**src/rtl/fetch_stage.sv**
```systemverilog
// Instruction fetch stage: sequential PC, imem req/gnt/rvalid requests, and a credit-gated
// instruction buffer feeding decode. Redirects flush the buffer and drop in-flight responses.
//
// state | meaning
// BOOT  | first cycle after reset, no requests, redirects ignored
// RUN   | fetching; responses are pushed into the buffer
// FLUSH | draining responses issued before a redirect, data discarded
module fetch_stage #(
  parameter logic [31:0] BOOT_ADDR  = 32'h0000_0000,
  parameter int          FIFO_DEPTH = 4,
  parameter logic [31:0] NOP_INSTR  = 32'h0000_0013
) (
  input  logic        clk,
  input  logic        rst,
  output logic        imem_req_o,
  output logic [31:0] imem_addr_o,
  input  logic        imem_gnt_i,
  input  logic        imem_rvalid_i,
  input  logic [31:0] imem_rdata_i,
  input  logic        redirect_i,
  input  logic [31:0] redirect_pc_i,
  output logic [31:0] instruction_o,
  output logic [31:0] pc_o,
  output logic        valid_o,
  input  logic        id_ready_i
);

  localparam int PW = $clog2(FIFO_DEPTH);
  localparam int CW = PW + 1;
  localparam logic [CW:0] DEPTH_W = (CW+1)'(FIFO_DEPTH);

  typedef enum logic [1:0] {BOOT = 2'd0, RUN = 2'd1, FLUSH = 2'd2} state_t;

  state_t        state;
  logic [31:0]   fetch_pc;
  logic [31:0]   resp_pc;
  logic [31:0]   target;
  logic [CW-1:0] outstanding;
  logic [CW-1:0] outstanding_next;
  logic [CW-1:0] count;
  logic [CW:0]   occupancy;
  logic [PW-1:0] rd_ptr;
  logic [PW-1:0] wr_ptr;
  logic [31:0]   buf_instr [FIFO_DEPTH];
  logic [31:0]   buf_pc    [FIFO_DEPTH];
  logic          grant;
  logic          push;
  logic          pop;
  logic          redirect_act;

  // Credit: every outstanding request already owns a free buffer slot.
  assign occupancy        = {1'b0, outstanding} + {1'b0, count};
  assign target           = redirect_pc_i & ~32'd3;
  assign redirect_act     = redirect_i & (state != BOOT);
  assign imem_req_o       = (state == RUN) & ~redirect_i & (occupancy < DEPTH_W);
  assign imem_addr_o      = fetch_pc;
  assign grant            = imem_req_o & imem_gnt_i;
  assign push             = imem_rvalid_i & (state == RUN) & ~redirect_i;
  assign valid_o          = (count != '0);
  assign pop              = valid_o & id_ready_i & ~redirect_act;
  assign outstanding_next = outstanding + CW'(grant) - CW'(imem_rvalid_i);
  assign instruction_o    = valid_o ? buf_instr[rd_ptr] : NOP_INSTR;
  assign pc_o             = valid_o ? buf_pc[rd_ptr] : 32'h0;

  always_ff @(posedge clk) begin
    if (rst) begin
      state       <= BOOT;
      fetch_pc    <= BOOT_ADDR;
      resp_pc     <= BOOT_ADDR;
      outstanding <= '0;
      count       <= '0;
      rd_ptr      <= '0;
      wr_ptr      <= '0;
    end else begin
      outstanding <= outstanding_next;
      case (state)
        BOOT:    state <= RUN;
        RUN:     if (redirect_i) state <= (outstanding_next != '0) ? FLUSH : RUN;
        FLUSH:   state <= (outstanding_next != '0) ? FLUSH : RUN;
        default: state <= BOOT;
      endcase
      if (redirect_act) begin
        fetch_pc <= target;
        resp_pc  <= target;
        count    <= '0;
        rd_ptr   <= '0;
        wr_ptr   <= '0;
      end else begin
        if (grant) fetch_pc <= fetch_pc + 32'd4;
        if (push) begin
          resp_pc <= resp_pc + 32'd4;
          wr_ptr  <= wr_ptr + PW'(1);
        end
        if (pop) rd_ptr <= rd_ptr + PW'(1);
        count <= count + CW'(push) - CW'(pop);
      end
    end
  end

  // Buffer payload needs no reset; the head is only visible while count is nonzero.
  always_ff @(posedge clk) begin
    if (push) begin
      buf_instr[wr_ptr] <= imem_rdata_i;
      buf_pc[wr_ptr]    <= resp_pc;
    end
  end

endmodule

```
**config.mk**
```make
export PLATFORM = sky130hd
export DESIGN_NAME = fetch_stage
export DESIGN_NICKNAME = d
export VERILOG_FILES = /design/src/rtl/fetch_stage.sv
export SDC_FILE = /design/constraint.sdc
export NUM_CORES = 1
export LEC_CHECK = 0
export ABC_CLOCK_PERIOD_IN_PS = 7900
export BUFFER_PORTS_ARGS = -buffer_cell sky130_fd_sc_hd__buf_2
export CORE_AREA = 5 5 201 203
export CTS_BUF_LIST = sky130_fd_sc_hd__clkbuf_16
export CTS_CLUSTER_DIAMETER = 200
export CTS_CLUSTER_SIZE = 28
export DETAILED_ROUTE_END_ITERATION = 10
export DIE_AREA = 0 0 206 208
export PLACE_DENSITY_LB_ADDON = 0.3
export SYNTH_ARGS = -nofsm -noshare
export SYNTH_HDL_FRONTEND = slang
export SYNTH_SLANG_ARGS = --single-unit
```
**constraint.sdc**
```tcl
create_clock -name clk -period 7.9 [get_ports clk]
set_input_delay 1.185 -clock clk [delete_from_list [all_inputs] [get_ports clk]]
set_output_delay 1.185 -clock clk [all_outputs]
set_load 0.01 [all_outputs]
```
# Yosys cells after proc, flatten, opt, wreduce, memory -nomap -nowiden
# Memories as Yosys holds them, arrays and structs flattened. A register that Yosys moved wholly into a read port is not among the register bits.
# Index checks and enable logic that the tools add are counted.
# classes
n_addsub	9
order_cmp	1
eq_ne	3
muxes	15
bitwise_logic	10
reduce_logical	7
# ops
op	count
$mux W32	6
$add A32 B3 Y32 const B	2
$mux W2	6
$and A1 B1 Y1	8
$add A3 B1 Y3	2
$pmux W2 S3	1
$reduce_bool A2 Y1	3
$reduce_bool A3 Y1	2
$sub A3 B1 Y3	2
$add A2 B1 Y2 const B	2
$add A3 B3 Y4	1
$lt A4 B3 Y1 const B	1
$eq A2 B1 Y1 const B	1
$eq A2 B2 Y1 const B	1
$logic_not A2 Y1	1
$mux W1	2
$ne A2 B2 Y1 const B	1
$not A1 Y1	2
$reduce_or A2 Y1	1
# totals
ff_bits	76
mem_bits_rw	256
elab_cells	56
memories	2
# mem_list
memory	words	word_bits	read_ports	rd_clocked_by_memory_dff	wr	line	source
buf_instr	4	32	1	1	1	44	logic [31:0] buf_instr [FIFO_DEPTH];
buf_pc	4	32	1	1	1	45	logic [31:0] buf_pc [FIFO_DEPTH];

# Logic depth before layout (Yosys ltp)
# depth
depth_word	10
ltp_mapped	16
ltp_nobuf	14

# Worst setup path after synthesis
# No wires, ideal clock.
# synth_path
kind	input-to-reg
start	input imem_gnt_i
end	register state[1]
setup_ns	0.133
arrival_ns	3.474
required_ns	7.767
setup_slack_ns	4.292
path_stages	14
path_cell_list	nor4b_2 and3_1 buf_4 inv_2 buf_2 ha_1 inv_1 ha_1 fa_1 xnor2_1 xnor2_1 or3_1 nand2_1 a21oi_1
# synth_via
elab_chain_len	7
# synth_rtl
element	line	source
start, declared	17	input logic imem_gnt_i,
$and A1 B1 Y1 *	57	assign grant = imem_req_o & imem_gnt_i;
$add A3 B1 Y3 *	61	assign outstanding_next = outstanding + CW'(grant) - CW'(imem_rvalid_i);
$sub A3 B1 Y3 *	61	
$reduce_bool A3 Y1 *	78, 79	
$mux W2 *	78, 79	
$mux W2	78	RUN: if (redirect_i) state <= (outstanding_next != '0) ? FLUSH : RUN;
$pmux W2 S3 *	76	case (state)
end signal, assigned	78	
end signal, assigned	79	FLUSH: state <= (outstanding_next != '0) ? FLUSH : RUN;
end, declared	34	state_t state;
# Mark *: on every way between the ends. The rest lies on a longest branch, timed or not. The select of a mux whose other input is x is not followed.
# A chain may end at the register's enable or synchronous reset.

==> metrics.csv <==
stage,metric,value,unit
critical_path,ff2ff_path_depth,13,
synthesis,synth_area_leaders,"edfxtp_1, dfxtp_1, mux4_2, and2_1, a21oi_1",
cells_and_area,area_delta_synth_final,13.1,%
cts,cts-resized-gates,0,
detailed_routing,viasPerCell,4.90,
worst_hold_path,hold_class,reg2reg,
timing,hold_violations,0,
synthesis,synth_cells,842,
timing,max_slew_margin,0.295,
cts,numCtsBuffers,15,
critical_path,arrival,3.05,ns
critical_path,startpoint_type,register,
detailed_routing,initialDrtViolationCount,450,
cts,cts_tree,yes,
synthesis,synth_commonest_cells,"edfxtp_1, dfxtp_1, mux4_2, and2_1, a21oi_1",
cells_and_area,fin_util,0.392,
floorplan,die_area,42800,um^2
cts,cts_sinks,322,
synthesis,syn_area,13300,um^2
run,drv_cap,0,
synthesis,ys_seq_elements,322,
place,place_area,14600,um^2
synthesis,synth_top_area_cell,edfxtp_1,
grt,grt_use_total,0.132,
worst_hold_path,whs_path_depth,2,
detailed_routing,wl,28900,um
cts,postCtsHoldBufs,0,
timing,finalSetupTns,0,ns
grt,grt_pass1_vias,7697,
detailed_routing,final_antenna_net_count,0,
timing,slew_violations,0,
synthesis,synth_area_per_cell,15.7,um^2
cts,clk_latency,0.50,ns
detailed_routing,drt-wirelength-per-cell,19.1,um
floorplan,die-width,206,um
synthesis,synthFlopType,edfxtp_1,
place,gp_congestion,0.782,
timing,finalCriticalPeriod,4.23,ns
synthesis,yosysWarnings,0,
synthesis,async_flop_share,0,
timing,tightest_slew,1.06,ns
grt,grt_pass1_wl,45200,um
timing,fmax,236,MHz
pwr,p_leak,5.13,nW
cells_and_area,layout-drive-gt1-share,0.270,
cells_and_area,design_area,15000,um^2
floorplan,rows,72,
place,port_buffers,161,
critical_path,crit_fanout,39,
synthesis,synth-edff-count,248,
cts,clkTransAtPathRegs,0.10,ns
status,status,finished clean,
grt,overflow,0,
detailed_routing,vias,7390,
timing,setup_viol,0,
timing,holdWs,0.475,ns
critical_path,required,6.71,ns
synthesis,synth.distinct_cells,51,
critical_path,worstSetupEndpointType,primary output,
cts,postCtsSetupBuffers,0,
cells_and_area,antenna_cells,0,
floorplan,die_h,208,um
synthesis,seq_area_frac_synth,0.674,
pwr,cellPowerDensity,276,nW/um^2
cts,htreeDepth,1,
synthesis,synth.most_common_cell,edfxtp_1,
grt,antenna_found_initial,2,
pwr,peakVddDrop,116,uV
detailed_routing,first_pass_iters,6,
floorplan,core,38300,um^2
timing,fin_crit_sh,0.536,
detailed_routing,drc,0,
synthesis,synth_top_area_share,0.562,
cts,clock_path_buffers,3,
timing,fin_skew,0.0190,ns
cts,cts_root_buffer,clkbuf_16,
critical_path,worstSetupPathType,reg2out,
floorplan,io_pins,168,
timing,rsz0062_at_grt,no,
place,hpwl,17700,um
floorplan,start_util,0.346,
grt,grt_max_degree,89,
cells_and_area,nets,1068,
[power breakdown]
| group | leakage (nW) | total, mW | switching (mW) | internal (mW) |
|---|---|---|---|---|
| registers | 2.87 | 2.19 | 0.190 | 2.00 |
| logic | 2.02 | 1.07 | 0.593 | 0.481 |
| clock network | 0.240 | 0.868 | 0.511 | 0.356 |
[flip-flops by register name, summed over array words and instances (netlist names), named ones only]
signal and count:
buf_instr 128, buf_pc 120, count 3, imem_addr_o 30, outstanding 3, rd_ptr 2, resp_pc 30, state 2
wr_ptr 2
[routing by layer]
| layer | vias to the layer above | routed length [um] | global-route usage |
|---|---|---|---|
| li1 | 3473 | - | - |
| met3 | 32 | 1610 | 0.0216 |
| met5 | - | 13 | 0 |
| met4 | 2 | 442 | 0.0248 |
| met1 | 3698 | 13600 | 0.196 |
| met2 | 185 | 13200 | 0.208 |
[path summary, 6_finish.rpt]
kind / from / end / slack (ns)
hold / removal: state[1] / state[1] / 0.48
setup / recovery: register / instruction_o[4] / 3.67
hold reg to reg: state[1] / state[1] / 0.48
setup reg to reg: outstanding[2] / state[1] / 4.39
[final cells by class]
class | count | area (um^2)
Fill cell | 3635 | 23300
Sequential cell | 322 | 8940
Multi-Input combinational cell | 460 | 4080
Timing Repair Buffer | 165 | 836
Tap cell | 518 | 648
Clock buffer | 15 | 375
Inverter | 17 | 71.3
Clock inverter | 10 | 50.0
[metrics by stage]
step | cells | worst slack (ns) | power (mW)
final | 1507 | 3.67 | 4.13
after global routing | 1507 | 3.36 | 4.40
after CTS | 1507 | 3.50 | 4.22
after detailed placement | 1482 | 3.80 | 3.34
after global placement | 1482 | 3.81 | 3.32
after floorplan | 845 | 4.29 | 2.88
[cell usage in the layout, fill, tap and decap left out, types with 3 or more instances in the layout]
cell       count
nor4_4         3
edfxtp_1     248
clkbuf_16     15
inv_1         23
a31oi_1        3
a21oi_1       57
dfxtp_1       72
mux4_2        62
xor2_1        27
buf_4          4
and3_1         7
or2_2          4
nor2_1        23
ha_1          15
a211oi_1       4
nand3_1       20
conb_1         4
nor4_1         8
nand2_1       29
nand4_1       19
o21bai_1      28
nor3_1        17
nor2b_1        4
and3_4         4
buf_2        161
and2_1        60
xnor2_1       30
and4_1         7
[critical path, stage by stage, from the launching register on]
cell and delay, ns:
dfxtp_4 0.69, buf_4 0.76, mux4_2 0.61, or2_2 0.29, buf_2 0.15
[cell families (layout without fill, tap and decap cells)]
family | count (synthesis) | in the layout | share of synthesized area
AND/OR/NAND/NOR | 217 | 217 | 0.0968
AO/OA/AOI/OAI | 103 | 103 | 0.0478
XOR/XNOR | 57 | 57 | 0.0377
multiplexers | 62 | 62 | 0.105
adder cells (fa/ha/maj) | 17 | 17 | 0.0172
flip-flops | 322 | 322 | 0.674
other | 1 | 4 | 0.000283
buffers and inverters | 63 | 207 | 0.0214
No activity file was read; power rests on OpenSTA's default activity.
